**src/rtl/trap_ctrl.sv**
```systemverilog
// Machine-mode trap sequencer: accepts exceptions, MRET and timer/software interrupts at
// commit, writes the trap CSRs, reads the vector or return address and redirects fetch.
module trap_ctrl #(
    parameter bit IRQ_EN = 1'b1
) (
    input  logic        clk,
    input  logic        rst,
    input  logic        commit_valid_i,
    input  logic [63:0] commit_pc_i,
    input  logic        exc_i,
    input  logic [4:0]  exc_code_i,
    input  logic [63:0] exc_tval_i,
    input  logic        mret_i,
    input  logic        irq_timer_i,
    input  logic        irq_soft_i,
    input  logic        mstatus_ie_i,
    input  logic        mie_mtie_i,
    input  logic        mie_msie_i,
    input  logic [63:0] csr_rdata_i,
    output logic        csr_rsel_o,
    output logic [11:0] csr_raddr_o,
    output logic        csr_we_o,
    output logic [11:0] csr_waddr_o,
    output logic [63:0] csr_wdata_o,
    output logic        we_mepc_o,
    output logic [63:0] wdata_mepc_o,
    output logic        we_mcause_o,
    output logic [63:0] wdata_mcause_o,
    output logic        we_mtval_o,
    output logic [63:0] wdata_mtval_o,
    output logic        exception_mie_req_o,
    output logic        stall_o,
    output logic        flush_o,
    output logic [63:0] redirect_pc_o,
    output logic [2:0]  dbg_state
);

    typedef enum logic [2:0] {
        IDLE    = 3'd0,
        TRAP_WR = 3'd1,
        VEC_RD  = 3'd2,
        MRET_RD = 3'd3,
        MRET_WR = 3'd4,
        REDIR   = 3'd5
    } state_t;

    localparam logic [11:0] CSR_MSTATUS = 12'h300;
    localparam logic [11:0] CSR_MTVEC   = 12'h305;
    localparam logic [11:0] CSR_MEPC    = 12'h341;

    state_t      state, state_next;
    logic [63:0] pc_q, cause_q, tval_q, target_q;
    logic        timer_ok, soft_ok, accept;

    // Handshake: commit_valid_i is the valid and ~stall_o the ready; the committing
    // instruction retires only in a cycle with commit_valid_i=1 and stall_o=0.
    assign timer_ok  = IRQ_EN && irq_timer_i && mie_mtie_i && mstatus_ie_i;
    assign soft_ok   = IRQ_EN && irq_soft_i && mie_msie_i && mstatus_ie_i;
    assign accept    = !rst && (state == IDLE) && commit_valid_i &&
                       (exc_i || mret_i || timer_ok || soft_ok);
    assign dbg_state = state;

    always_ff @(posedge clk or posedge rst) begin
        if (rst) begin
            state    <= IDLE;
            pc_q     <= '0;
            cause_q  <= '0;
            tval_q   <= '0;
            target_q <= '0;
        end else begin
            state <= state_next;
            if (accept) begin
                pc_q <= commit_pc_i;
                if (exc_i) begin
                    cause_q <= {1'b0, 58'h0, exc_code_i};
                    tval_q  <= exc_tval_i;
                end else if (!mret_i) begin
                    cause_q <= timer_ok ? {1'b1, 58'h0, 5'd7} : {1'b1, 58'h0, 5'd3};
                    tval_q  <= '0;
                end
            end
            if (state == VEC_RD || state == MRET_RD) begin
                target_q <= csr_rdata_i;
            end
        end
    end

    always_comb begin
        state_next          = state;
        csr_rsel_o          = 1'b0;
        csr_raddr_o         = '0;
        csr_we_o            = 1'b0;
        csr_waddr_o         = '0;
        csr_wdata_o         = '0;
        we_mepc_o           = 1'b0;
        wdata_mepc_o        = '0;
        we_mcause_o         = 1'b0;
        wdata_mcause_o      = '0;
        we_mtval_o          = 1'b0;
        wdata_mtval_o       = '0;
        exception_mie_req_o = 1'b0;
        flush_o             = 1'b0;
        redirect_pc_o       = '0;
        stall_o             = accept || (state != IDLE);
        case (state)
            IDLE: begin
                if (accept) begin
                    state_next = (!exc_i && mret_i) ? MRET_RD : TRAP_WR;
                end
            end
            TRAP_WR: begin
                we_mepc_o           = 1'b1;
                wdata_mepc_o        = pc_q;
                we_mcause_o         = 1'b1;
                wdata_mcause_o      = cause_q;
                we_mtval_o          = 1'b1;
                wdata_mtval_o       = tval_q;
                exception_mie_req_o = 1'b1;
                state_next          = VEC_RD;
            end
            VEC_RD: begin
                csr_rsel_o  = 1'b1;
                csr_raddr_o = CSR_MTVEC;
                state_next  = REDIR;
            end
            MRET_RD: begin
                csr_rsel_o  = 1'b1;
                csr_raddr_o = CSR_MEPC;
                state_next  = MRET_WR;
            end
            MRET_WR: begin
                // Restore IE from IE1 (read back this same cycle) and set IE1.
                csr_rsel_o     = 1'b1;
                csr_raddr_o    = CSR_MSTATUS;
                csr_we_o       = 1'b1;
                csr_waddr_o    = CSR_MSTATUS;
                csr_wdata_o[7] = 1'b1;
                csr_wdata_o[3] = csr_rdata_i[7];
                state_next     = REDIR;
            end
            REDIR: begin
                flush_o       = 1'b1;
                redirect_pc_o = target_q;
                state_next    = IDLE;
            end
            default: state_next = IDLE;
        endcase
    end

endmodule

```
**config.mk**
```make
export PLATFORM = sky130hd
export DESIGN_NAME = trap_ctrl
export DESIGN_NICKNAME = d
export VERILOG_FILES = /design/src/rtl/trap_ctrl.sv
export SDC_FILE = /design/constraint.sdc
export NUM_CORES = 1
export LEC_CHECK = 0
export ABC_AREA = 1
export CELL_PAD_IN_SITES_DETAIL_PLACEMENT = 0
export CELL_PAD_IN_SITES_GLOBAL_PLACEMENT = 1
export CORE_AREA = 2 2 219 221
export DETAILED_ROUTE_END_ITERATION = 8
export DIE_AREA = 0 0 221 223
export PLACE_DENSITY = 0.72
export SLEW_MARGIN = 20
export SYNTH_ARGS = -nofsm -noshare
export SYNTH_HDL_FRONTEND = slang
export SYNTH_SLANG_ARGS = --single-unit
```
**constraint.sdc**
```tcl
create_clock -name clk -period 11.1 [get_ports clk]
set_input_delay 2.22 -clock clk [delete_from_list [all_inputs] [get_ports clk]]
set_output_delay 2.22 -clock clk [all_outputs]
set_load 0.1 [all_outputs]
```
==> run_results.csv <==
group,metric,value,unit
yosys,syn_area_per_cell,7.51,um2
sta,finalMaxSlewViolations,0,
yosys,synthTopCellsByArea,"dfrtp_1 48%, nand2_1 12%, buf_4 10%, inv_1 7.4%, nor2_1 7.3%",
routing,dr.pass1.iters,5,
yosys,yosysWarnings,0,
yosys,yosysMostFrequentCell,"nand2_1",
yosys,netlist-cell-type-count,21,
yosys,synth_compound_area_frac,0.0334,
clocking,clk_pin_slew_worst_paths,0.05,ns
worst_setup_path,critPathLaunchType,"primary input",
pwr,fin_total_pwr,4.85,mW
yosys,yosys.area_share.simple,0.275,
floorplanning,dieArea,49300,um2
yosys,yosys.area_share.xor_xnor,0,
min_path,min_from,"tval_q[1]$_DFFE_PP0P_",
yosys,ys_seq_area_frac,0.479,
yosys,synth-edff-count,0,
finish,fin_nets,1973,
yosys,syn_inst,1398,
worst_setup_path,cp_top_family,"buffers and inverters",
min_path,min_to,"tval_q[1]$_DFFE_PP0P_",
grt,grt_pass1_vias,9144,
clocking,clockBufferDepth,3,
worst_setup_path,critPathMaxStageDelay,1.14,ns
job,drv_cap,0,
routing,viasPerCell,3.99,
worst_setup_path,reg2reg_from,"dbg_state[2]$_DFFE_PP0P_",
routing,wl_per_cell,14.4,um
yosys,yosys-top-cells-count,"337 x nand2_1, 206 x inv_1, 205 x nor2_1",
clocking,cts_tree,"built",
run_status,status,"finished clean",
yosys,synthAdderAreaFrac,0,
worst_setup_path,reg2regPathDepth,7,
worst_setup_path,crit_type,"in2out",
clocking,cts_made_buffers,25,
pwr,power_density,314,nW/um2
floorplanning,io_pins,562,
routing,wirelength,34.4,mm
finish,drive_gt1_frac,0.0337,
floorplanning,die_y,223,um
sta,rsz0062_at_grt,"false",
pwr,p_leak,7.35,nW
grt,grt_max_degree,91,
clocking,cts_max_level,1,
grt,grt_antenna_before_repair,0,
worst_setup_path,crit_fanout,70,
placement,portBuffers,424,
min_path,hold_depth,2,
floorplanning,rows,80,
yosys,synth_top_area_frac,0.479,
floorplanning,fp.coreArea,47100,um2
sta,finalHoldViolations,0,
floorplanning,die_width,221,um
sta,period_share,0.652,
yosys,ys_ff_latch,201,
routing,drc,0,
yosys,ys_async_sr_fraction,1.00,
sta,finalSetupViolations,0,
grt,grt_overflow_total,0,
sta,tightest_slew,1.05,ns
placement,gp_congestion,0.767,
finish,syn2layout_area_growth,47.3,%
clocking,clk_latency,0.53,ns
worst_setup_path,cp_slowest_cell,"clkdlybuf4s50_1",
clocking,cts_setup_buffers,0,
clocking,cts.hold.buffers_added,0,
min_path,min_path_type,"reg2reg",
floorplanning,start_util,0.223,
placement,dp_hpwl,24.3,mm
grt,grt_pass1_wl,52.5,mm
worst_setup_path,r2r_setup_slack,8.30,ns
yosys,synth_top_area_cell,"dfrtp_1",
worst_setup_path,cp_num_cells,7,
yosys,yosys-mux-area-fraction,0,
yosys,syn-cell-area,10500,um2
sta,relSlewSlack,0.299,
worst_setup_path,critPathBufInv,3,
routing,dr_total_vias,9558,
routing,drt_iter0_drc,660,
finish,n_antenna_cell,0,
worst_setup_path,r2r_end,"tval_q[60]$_DFFE_PP0P_",
pwr,vdd_drop_max,0.284,mV
sta,fmax,138,MHz
routing,detail-route-antenna-nets,0,
yosys,synth_top_family_by_area,"simple AND/OR/NAND/NOR gates",
finish,seqCellArea,5030,um2
worst_setup_path,arrival,5.01,ns
clocking,root_buffer,"clkbuf_16",
sta,clock_skew,0.00955,ns
finish,multi_input_area,3780,um2
worst_setup_path,crit_path_end_kind,"primary output",
clocking,clock_sinks,201,
sta,finalSetupTns,0,ns
yosys,ys.flop_type,"dfrtp_1",
finish,fillCellCount,5061,
worst_setup_path,worstPathRequired,8.88,ns
sta,fin_crit,7.23,ns
worst_setup_path,path_cells,"buf_2, buf_4, nor2_1, nand3_4, nand2_2, nand2_1, clkdlybuf4s50_1",
grt,groute.usage.overall,0.132,
clocking,post_cts_resized,0,
cells in the final DEF, fill, tap and decap left out, types with 2 or more instances in the layout:
cell and n:
nand3_4 2, buf_4 8, inv_1 205, or2_2 2
clkbuf_16 25, clkbuf_1 4, nor3_2 2, nand3_1 66
o21ai_0 68, conb_1 137, nand2_2 2, nor2_4 2
inv_4 2, nand2_1 336, dfrtp_1 201, nor3_1 2
a21oi_1 2, nor2_1 204, clkdlybuf4s50_1 423, nand4_1 70
clkbuf_8 7
worst max path at each step:
stage,end,slack [ns],from
5_1_grt,stall_o,3.66,exc_i
4_1_cts,stall_o,3.85,exc_i
3_3_place_gp,stall_o,3.85,exc_i
3_5_place_dp,stall_o,3.85,exc_i
6_report,stall_o,3.87,exc_i
2_1_floorplan,stall_o,0.68,rst
per-stage QoR:
stage,hold WS (ns),setup slack [ns],utilization,cell area (um2),cells
after floorplan,0.442,0.684,-,11000,1534
after global placement,0.453,3.85,0.311,14700,2354
after detailed placement,0.458,3.85,0.311,14700,2354
after CTS,0.472,3.85,0.328,15500,2393
after global routing,0.481,3.66,0.328,15500,2393
final,0.465,3.87,0.328,15500,2393
flip-flops by register name, summed over array words and instances, names as in the netlist:
name,cells
cause_q,6
tval_q,64
pc_q,64
target_q,64
dbg_state,3
tightest hold or removal path, stage by stage (launching register included):
cell and delay (ns):
dfrtp_1 0.34, nand2_1 0.05, nand2_1 0.04
logic make-up after synthesis:
family	after synthesis
other	1
flip-flops	201
AND/OR/NAND/NOR	689
buffers and inverters	437
AO/OA/AOI/OAI	70
layout make-up:
cell class,instances,area share
Clock buffer,36,0.0477
Clock inverter,3,0.00275
Inverter,209,0.0515
Multi-Input combinational cell,896,0.244
Sequential cell,201,0.325
Tap cell,615,0.0498
Timing Repair Buffer,433,0.279
report_power, final:
part | total (mW) | internal [mW] | leakage [nW] | switching (mW)
Clock | 0.789 | 0.476 | 0.381 | 0.313
Combinational | 2.81 | 0.590 | 4.45 | 2.22
Sequential | 1.25 | 1.09 | 2.52 | 0.164
Total | 4.85 | 2.15 | 7.35 | 2.70
routing by layer:
metal,part of all wire,wire (um),GRT usage,vias to the layer above
met5,0,0,0,-
li1,-,-,-,4674
met2,0.49,16900,0.228,375
met3,0.068,2340,0.0296,29
met4,0.015,527,0.0312,0
met1,0.43,14700,0.168,4480
(Power assumes the default switching activity.)
